## config.mk

```make
export PLATFORM = sky130hd
export DESIGN_NAME = rst_seq
export DESIGN_NICKNAME = d
export VERILOG_FILES = /design/src/rtl/acadia_rst_pkg.sv /design/src/rtl/rst_seq_regs.sv /design/src/rtl/rst_seq.sv
export SDC_FILE = /design/constraint.sdc
export NUM_CORES = 1
export LEC_CHECK = 0
export BUFFER_PORTS_ARGS = -buffer_cell sky130_fd_sc_hd__buf_2
export CAP_MARGIN = 10
export CORE_UTILIZATION = 44
export DETAILED_ROUTE_END_ITERATION = 10
export PLACE_DENSITY_LB_ADDON = 0.08
export SYNTH_ARGS = -nofsm -noshare
export SYNTH_HDL_FRONTEND = slang
export SYNTH_SLANG_ARGS = --single-unit
```

## constraint.sdc

```tcl
create_clock -name sys_clk -period 2.1 [get_ports sys_clk]
set_clock_uncertainty 0.05 [all_clocks]
set_input_delay 0.42 -clock sys_clk [delete_from_list [all_inputs] [get_ports sys_clk]]
set_output_delay 0.42 -clock sys_clk [all_outputs]
set_load 0.02 [all_outputs]
```

## src/rtl/acadia_rst_pkg.sv

```systemverilog
// -----------------------------------------------------------------------------
// acadia_rst_pkg
// Shared definitions for the reset sequencer: register map, software reset
// key, sequencer state encoding and CAUSE bit positions.
// -----------------------------------------------------------------------------
package acadia_rst_pkg;

  localparam logic [31:0] ADDR_CTRL    = 32'h0000_F100;
  localparam logic [31:0] ADDR_STRETCH = 32'h0000_F104;
  localparam logic [31:0] ADDR_CAUSE   = 32'h0000_F108;

  localparam logic [7:0]  CTRL_KEY     = 8'hA5;

  typedef enum logic [1:0] {
    ST_RUN     = 2'd0,
    ST_ASSERT  = 2'd1,
    ST_HOLDOFF = 2'd2
  } rst_state_e;

  localparam int CAUSE_POR = 0;
  localparam int CAUSE_SW  = 1;
  localparam int CAUSE_WDT = 2;

endpackage

```

## src/rtl/rst_seq_regs.sv

```systemverilog
// -----------------------------------------------------------------------------
// rst_seq_regs
// Register decode and storage for the reset sequencer.
//   CTRL    (write-only, reads 0): keyed software reset request
//   STRETCH (16 bit): reset pulse length, 0 is treated as 1
//   CAUSE   (3 bit, sticky, write-1-to-clear): POR / SW / WDT
// Ports:
//   clk, rst          clock and synchronous active-high power-on reset
//   dmem_addr/rmask/wmask/wdata  data memory bus (full-word writes only)
//   wdt_expire        watchdog expiry pulse, recorded in CAUSE
//   sw_req            combinational: accepted keyed CTRL write this cycle
//   stretch_eff       pulse length to load into the sequencer counter
//   rdata_p1          registered read data, one cycle after the read
// -----------------------------------------------------------------------------
module rst_seq_regs
  import acadia_rst_pkg::*;
#(
  parameter int STRETCH_DEFAULT = 16
) (
  input  logic        clk,
  input  logic        rst,
  input  logic [31:0] dmem_addr,
  input  logic [3:0]  dmem_rmask,
  input  logic [3:0]  dmem_wmask,
  input  logic [31:0] dmem_wdata,
  input  logic        wdt_expire,
  output logic        sw_req,
  output logic [15:0] stretch_eff,
  output logic [31:0] rdata_p1
);

  logic [15:0] stretch_q;
  logic [2:0]  cause_q;
  logic [2:0]  cause_set;
  logic [2:0]  cause_clr;
  logic        wr_full;
  logic        wr_ctrl;
  logic        wr_stretch;
  logic        wr_cause;
  logic [31:0] rd_mux;
  logic        unused_wdata;

  // A zero length would never leave ASSERT cleanly, so it behaves as one.
  function automatic logic [15:0] clamp_len(input logic [15:0] len);
    return (len == 16'd0) ? 16'd1 : len;
  endfunction

  assign wr_full    = (dmem_wmask == 4'hF);
  assign wr_ctrl    = wr_full && (dmem_addr == ADDR_CTRL);
  assign wr_stretch = wr_full && (dmem_addr == ADDR_STRETCH);
  assign wr_cause   = wr_full && (dmem_addr == ADDR_CAUSE);

  assign sw_req = wr_ctrl && (dmem_wdata[31:24] == CTRL_KEY) && dmem_wdata[0];

  assign unused_wdata = ^dmem_wdata[23:16];

  assign stretch_eff = clamp_len(stretch_q);

  always_comb begin
    cause_set            = 3'b000;
    cause_set[CAUSE_SW]  = sw_req;
    cause_set[CAUSE_WDT] = wdt_expire;
    cause_clr            = wr_cause ? dmem_wdata[2:0] : 3'b000;
  end

  always_comb begin
    rd_mux = 32'h0;
    case (dmem_addr)
      ADDR_STRETCH: rd_mux = {16'h0, stretch_q};
      ADDR_CAUSE:   rd_mux = {29'h0, cause_q};
      default:      rd_mux = 32'h0;
    endcase
  end

  always_ff @(posedge clk) begin
    if (rst) begin
      stretch_q <= 16'(STRETCH_DEFAULT);
      cause_q   <= 3'b001;
    end else begin
      if (wr_stretch) begin
        stretch_q <= dmem_wdata[15:0];
      end
      // Set is applied after the clear so a new event survives a same-cycle W1C.
      cause_q <= (cause_q & ~cause_clr) | cause_set;
    end
  end

  // ---- read stage p1: data appears one cycle after the read, else 0 ----
  always_ff @(posedge clk) begin
    if (rst) begin
      rdata_p1 <= 32'h0;
    end else if (dmem_rmask != 4'h0) begin
      rdata_p1 <= rd_mux;
    end else begin
      rdata_p1 <= 32'h0;
    end
  end

endmodule

```

## src/rtl/rst_seq.sv

```systemverilog
// -----------------------------------------------------------------------------
// rst_seq
// Reset sequencer. Stretches power-on, software and watchdog reset requests
// into a rst_out pulse of STRETCH cycles followed by HOLDOFF_CYCLES of
// enforced low time. Requests during a pulse are absorbed; requests during
// holdoff are held pending and start the next pulse as holdoff ends.
// This block is reset only by sys_rst, never by its own rst_out.
// Ports:
//   sys_clk       system clock
//   sys_rst       synchronous active-high power-on reset
//   wdt_expire    watchdog expiry pulse
//   dmem_addr/rmask/wmask/wdata  register bus
//   rstseq_rdata  register read data (one cycle latency)
//   rst_out       active-high system reset to core_ctrl
// -----------------------------------------------------------------------------
module rst_seq
  import acadia_rst_pkg::*;
#(
  parameter int STRETCH_DEFAULT = 16,
  parameter int HOLDOFF_CYCLES  = 8
) (
  input  logic        sys_clk,
  input  logic        sys_rst,
  input  logic        wdt_expire,
  input  logic [31:0] dmem_addr,
  input  logic [3:0]  dmem_rmask,
  input  logic [3:0]  dmem_wmask,
  input  logic [31:0] dmem_wdata,
  output logic [31:0] rstseq_rdata,
  output logic        rst_out
);

  localparam logic [15:0] HOLD_LOAD = 16'(HOLDOFF_CYCLES);
  localparam logic [15:0] POR_LOAD  = 16'(STRETCH_DEFAULT);

  rst_state_e  state_q, state_d;
  logic [15:0] cnt_q, cnt_d;
  logic        pend_q, pend_d;
  logic        sw_req;
  logic        req;
  logic [15:0] stretch_eff;

  rst_seq_regs #(
    .STRETCH_DEFAULT (STRETCH_DEFAULT)
  ) u_regs (
    .clk         (sys_clk),
    .rst         (sys_rst),
    .dmem_addr   (dmem_addr),
    .dmem_rmask  (dmem_rmask),
    .dmem_wmask  (dmem_wmask),
    .dmem_wdata  (dmem_wdata),
    .wdt_expire  (wdt_expire),
    .sw_req      (sw_req),
    .stretch_eff (stretch_eff),
    .rdata_p1    (rstseq_rdata)
  );

  assign req = sw_req | wdt_expire;

  always_comb begin
    state_d = state_q;
    cnt_d   = cnt_q;
    pend_d  = pend_q;
    case (state_q)
      ST_RUN: begin
        if (req || pend_q) begin
          state_d = ST_ASSERT;
          cnt_d   = stretch_eff;
          pend_d  = 1'b0;
        end
      end
      ST_ASSERT: begin
        // The counter holds the cycles left including this one.
        if (cnt_q <= 16'd1) begin
          state_d = ST_HOLDOFF;
          cnt_d   = HOLD_LOAD;
        end else begin
          cnt_d = cnt_q - 16'd1;
        end
      end
      ST_HOLDOFF: begin
        if (req) begin
          pend_d = 1'b1;
        end
        if (cnt_q <= 16'd1) begin
          // A pending (or last-cycle) request skips RUN and starts the next pulse.
          if (pend_q || req) begin
            state_d = ST_ASSERT;
            cnt_d   = stretch_eff;
            pend_d  = 1'b0;
          end else begin
            state_d = ST_RUN;
          end
        end else begin
          cnt_d = cnt_q - 16'd1;
        end
      end
      default: begin
        state_d = ST_RUN;
        pend_d  = 1'b0;
      end
    endcase
  end

  always_ff @(posedge sys_clk) begin
    if (sys_rst) begin
      state_q <= ST_ASSERT;
      cnt_q   <= POR_LOAD;
      pend_q  <= 1'b0;
    end else begin
      state_q <= state_d;
      cnt_q   <= cnt_d;
      pend_q  <= pend_d;
    end
  end

  assign rst_out = (state_q == ST_ASSERT);

endmodule
```

==> flow_summary.toml <==
[outcome]
status = "finished, violations left"
violations = "setup timing"

[clocking]
cts-root-to-sink-buffers = 2
cts_hold_buf = 0
clk_latency_ns = 0.32
cts_tree = "done"
cts_buffers = 5
path_clk_slew_ns = 0.11
cts_max_level = 2
cts.sinks = 54
root_buffer = "clkbuf_8"

[drt]
via_per_inst = 5.39
drc = 0
wirelength_microns = 7280
drtAntennaViolNets = 0
vias = 2713
firstDrtPassIters = 5
post_drt_wl_per_cell_microns = 14.5
drt-initial-drc-count = 227

[placement]
dp_cells = 492
port_buffers = 83
place_congestion = 0.867
dpl.hpwl_microns = 5540

[global_routing]
gr-total-overflow = 0
grt_pass1_vias = 2460
grt_pass1_wl_microns = 11800
grt_use_total_pct = 23.3
antenna_found_initial = 0
grt_max_degree = 23

[pwr]
switching_share_pct = 39.5
ir_worst_vdd_mv = 0.895
p_per_area_nw_per_um2 = 1140
intPower_w = 0.00256
pwr-share-comb_pct = 53.7
p_seq_share_pct = 28.9
p_leak_nw = 1.63
power.switching_w = 0.00167
p_clk_share_pct = 17.4

[floorplan]
die_w_microns = 81.3
rows = 28
core-area_sq_um = 5990
dieHeight_microns = 81.3
die_area_sq_um = 6610
io-pin-count = 108
initial_core_util_pct = 46.2

[flow_run]
cap_violations = 0

[timing]
drv_slew = 0
fin_setup_tns_ns = -0.561
fmax_mhz = 459
setup-violations-final = 15
hold_violations = 0
fin_crit_sh_pct = 104
postLayoutSetupSlackWorst_ns = -0.0774
period_needed_ns = 2.18
rsz0062_at_grt = "true"

[yosys]
ys_seq_area_share_pct = 39.1
ys.flop_type = "dfxtp_1"
yosysTopAreaCell = "dfxtp_1"
ys_top_cells_by_area = "dfxtp_1 (39%), nor2_1 (6.2%), mux2i_1 (6.1%)"
netlist_area_sq_um = 2770
ys_types = 57
netlist_instances = 308
async_flop_share_pct = 0
ys_seq_elements = 54
ys_warn_count = 0
synth_edf_count = 0
avgSynthCellArea_sq_um = 8.99
post-synth-top-area-fraction_pct = 39.1

[worst_setup_path]
path_delay_family = "simple AND/OR/NAND/NOR gates"
worstPathArrival_ns = 2.38
path_max_fanout = 12
worst_ep_required_time_ns = 2.30
crit_path_cell_trace = "or4_4, nor3_4, a31oi_4, o41ai_4, buf_6, buf_4, a21oi_1, o21ai_0"
critPathMaxStageDelay_ns = 0.55
critical-path-slowest-cell = "or4_4"
crit_buf_inv = 2
startpoint_type = "flop"
endpoint_kind = "flop"
path_class = "flop to flop"

[final_layout]
area_growth_pct = 34.2
post-route-util_pct = 62.0
nNetsFinal = 508
n_antenna_cell = 0
fin_cells = 503
drive_gt1_share_pct = 37.9

[min_path]
hold_class = "input pin to flop"
## worst min-delay path: stages
cell and delay (ns):
buf_2 0.08, mux2i_1 0.06, nand2_1 0.06
## state kept, by name (all words and copies together) (netlist names)
signal / cells
cnt_q: 16
pend_q: 1
state_q: 2
u_regs.cause_q: 3
u_regs.rdata_p1: 16
u_regs.stretch_q: 16
## final cells by class
type	instances	area, sq um
fillers	529	2280
flip-flops and latches	54	1080
repair buffers	127	787
clock inverters	3	48.8
multi-input cells	230	1600
well taps	75	93.8
inverters	9	33.8
clock buffers	5	68.8
## synthesized netlist by cell type (2+ instances only)
library cell	number
a21oi_1	14
a221oi_1	3
a222oi_1	8
a22oi_1	4
a32oi_1	2
and2_1	13
and3_1	3
buf_2	2
buf_4	16
buf_6	3
clkbuf_1	9
dfxtp_1	54
ha_1	6
inv_1	9
mux2_2	2
mux2i_1	17
nand2_1	15
nand3_1	5
nand4_1	5
nor2_1	46
nor2b_1	2
nor3_1	6
nor4_1	10
nor4_2	2
nor4bb_1	4
o211ai_1	3
o21ai_0	9
o31a_1	3
o31ai_1	3
or4_1	2
or4_4	2
## stage by stage
stage	hold WS (ns)	total power [W]	setup slack [ns]	cell area [sq um]
global route	0.277	0.00452	-0.187	3710
floorplan	0.373	0.00269	-0.0515	2890
CTS	0.266	0.00422	-0.0814	3680
global placement	0.384	0.00340	-0.298	3540
finish	0.281	0.00424	-0.0774	3710
detailed placement	0.396	0.00343	-0.322	3540
## metal layers
metal | global-route usage [%] | up-vias | routed length [microns]
li1 | - | 1348 | -
met1 | 32.8 | 1282 | 3430
met2 | 36.6 | 78 | 3470
met3 | 3.93 | 5 | 347
met4 | 5.89 | 0 | 31
met5 | 0 | - | 0
## placed cells by master, fill, tap and decap left out, drive strengths merged, types with 11 or more instances in the layout
cell type / count
buf: 127
dfxtp: 54
nor2: 46
mux2i: 17
conb: 16
nand2: 15
a21oi: 14
and2: 14
nor4: 12
o21ai: 11
## cells by family (layout without fill, tap and decap cells)
family	after synthesis	in the layout	share of synthesized area, %
simple gates	124	124	24.3
compound gates	64	64	18.1
flops	54	54	39.1
buf+inv	39	144	8.36
mux	19	19	6.96
fa+ha+maj	6	6	2.71
other cells	1	16	0.135
xor+xnor	1	1	0.317
## repair_timing
action,4_1_cts,5_1_grt
resized for setup,4,5
pin swaps,4,5
setup buffers,1,2
setup endpoints to repair,17,18
## power groups by stage
stage	registers (W)	logic, W	clock network (W)
after global routing	0.00124	0.00249	0.000786
after detailed placement	0.00125	0.00218	0
after global placement	0.00124	0.00216	0
after floorplan	0.00126	0.00143	0
final	0.00122	0.00227	0.000736
after CTS	0.00122	0.00225	0.000754
## worst paths after layout
check / endpoint / from / cells past startpoint / slack [ns]
hold / removal: u_regs.stretch_q[4] / dmem_wdata[4] / 3 / 0.28
hold reg to reg: u_regs.cause_q[0] / u_regs.cause_q[0] / 2 / 0.41
setup reg to reg: cnt_q[4] / cnt_q[11] / 8 / -0.08
setup / recovery: cnt_q[4] / cnt_q[11] / 8 / -0.08
Note: power is estimated with default switching activity, not from simulation.
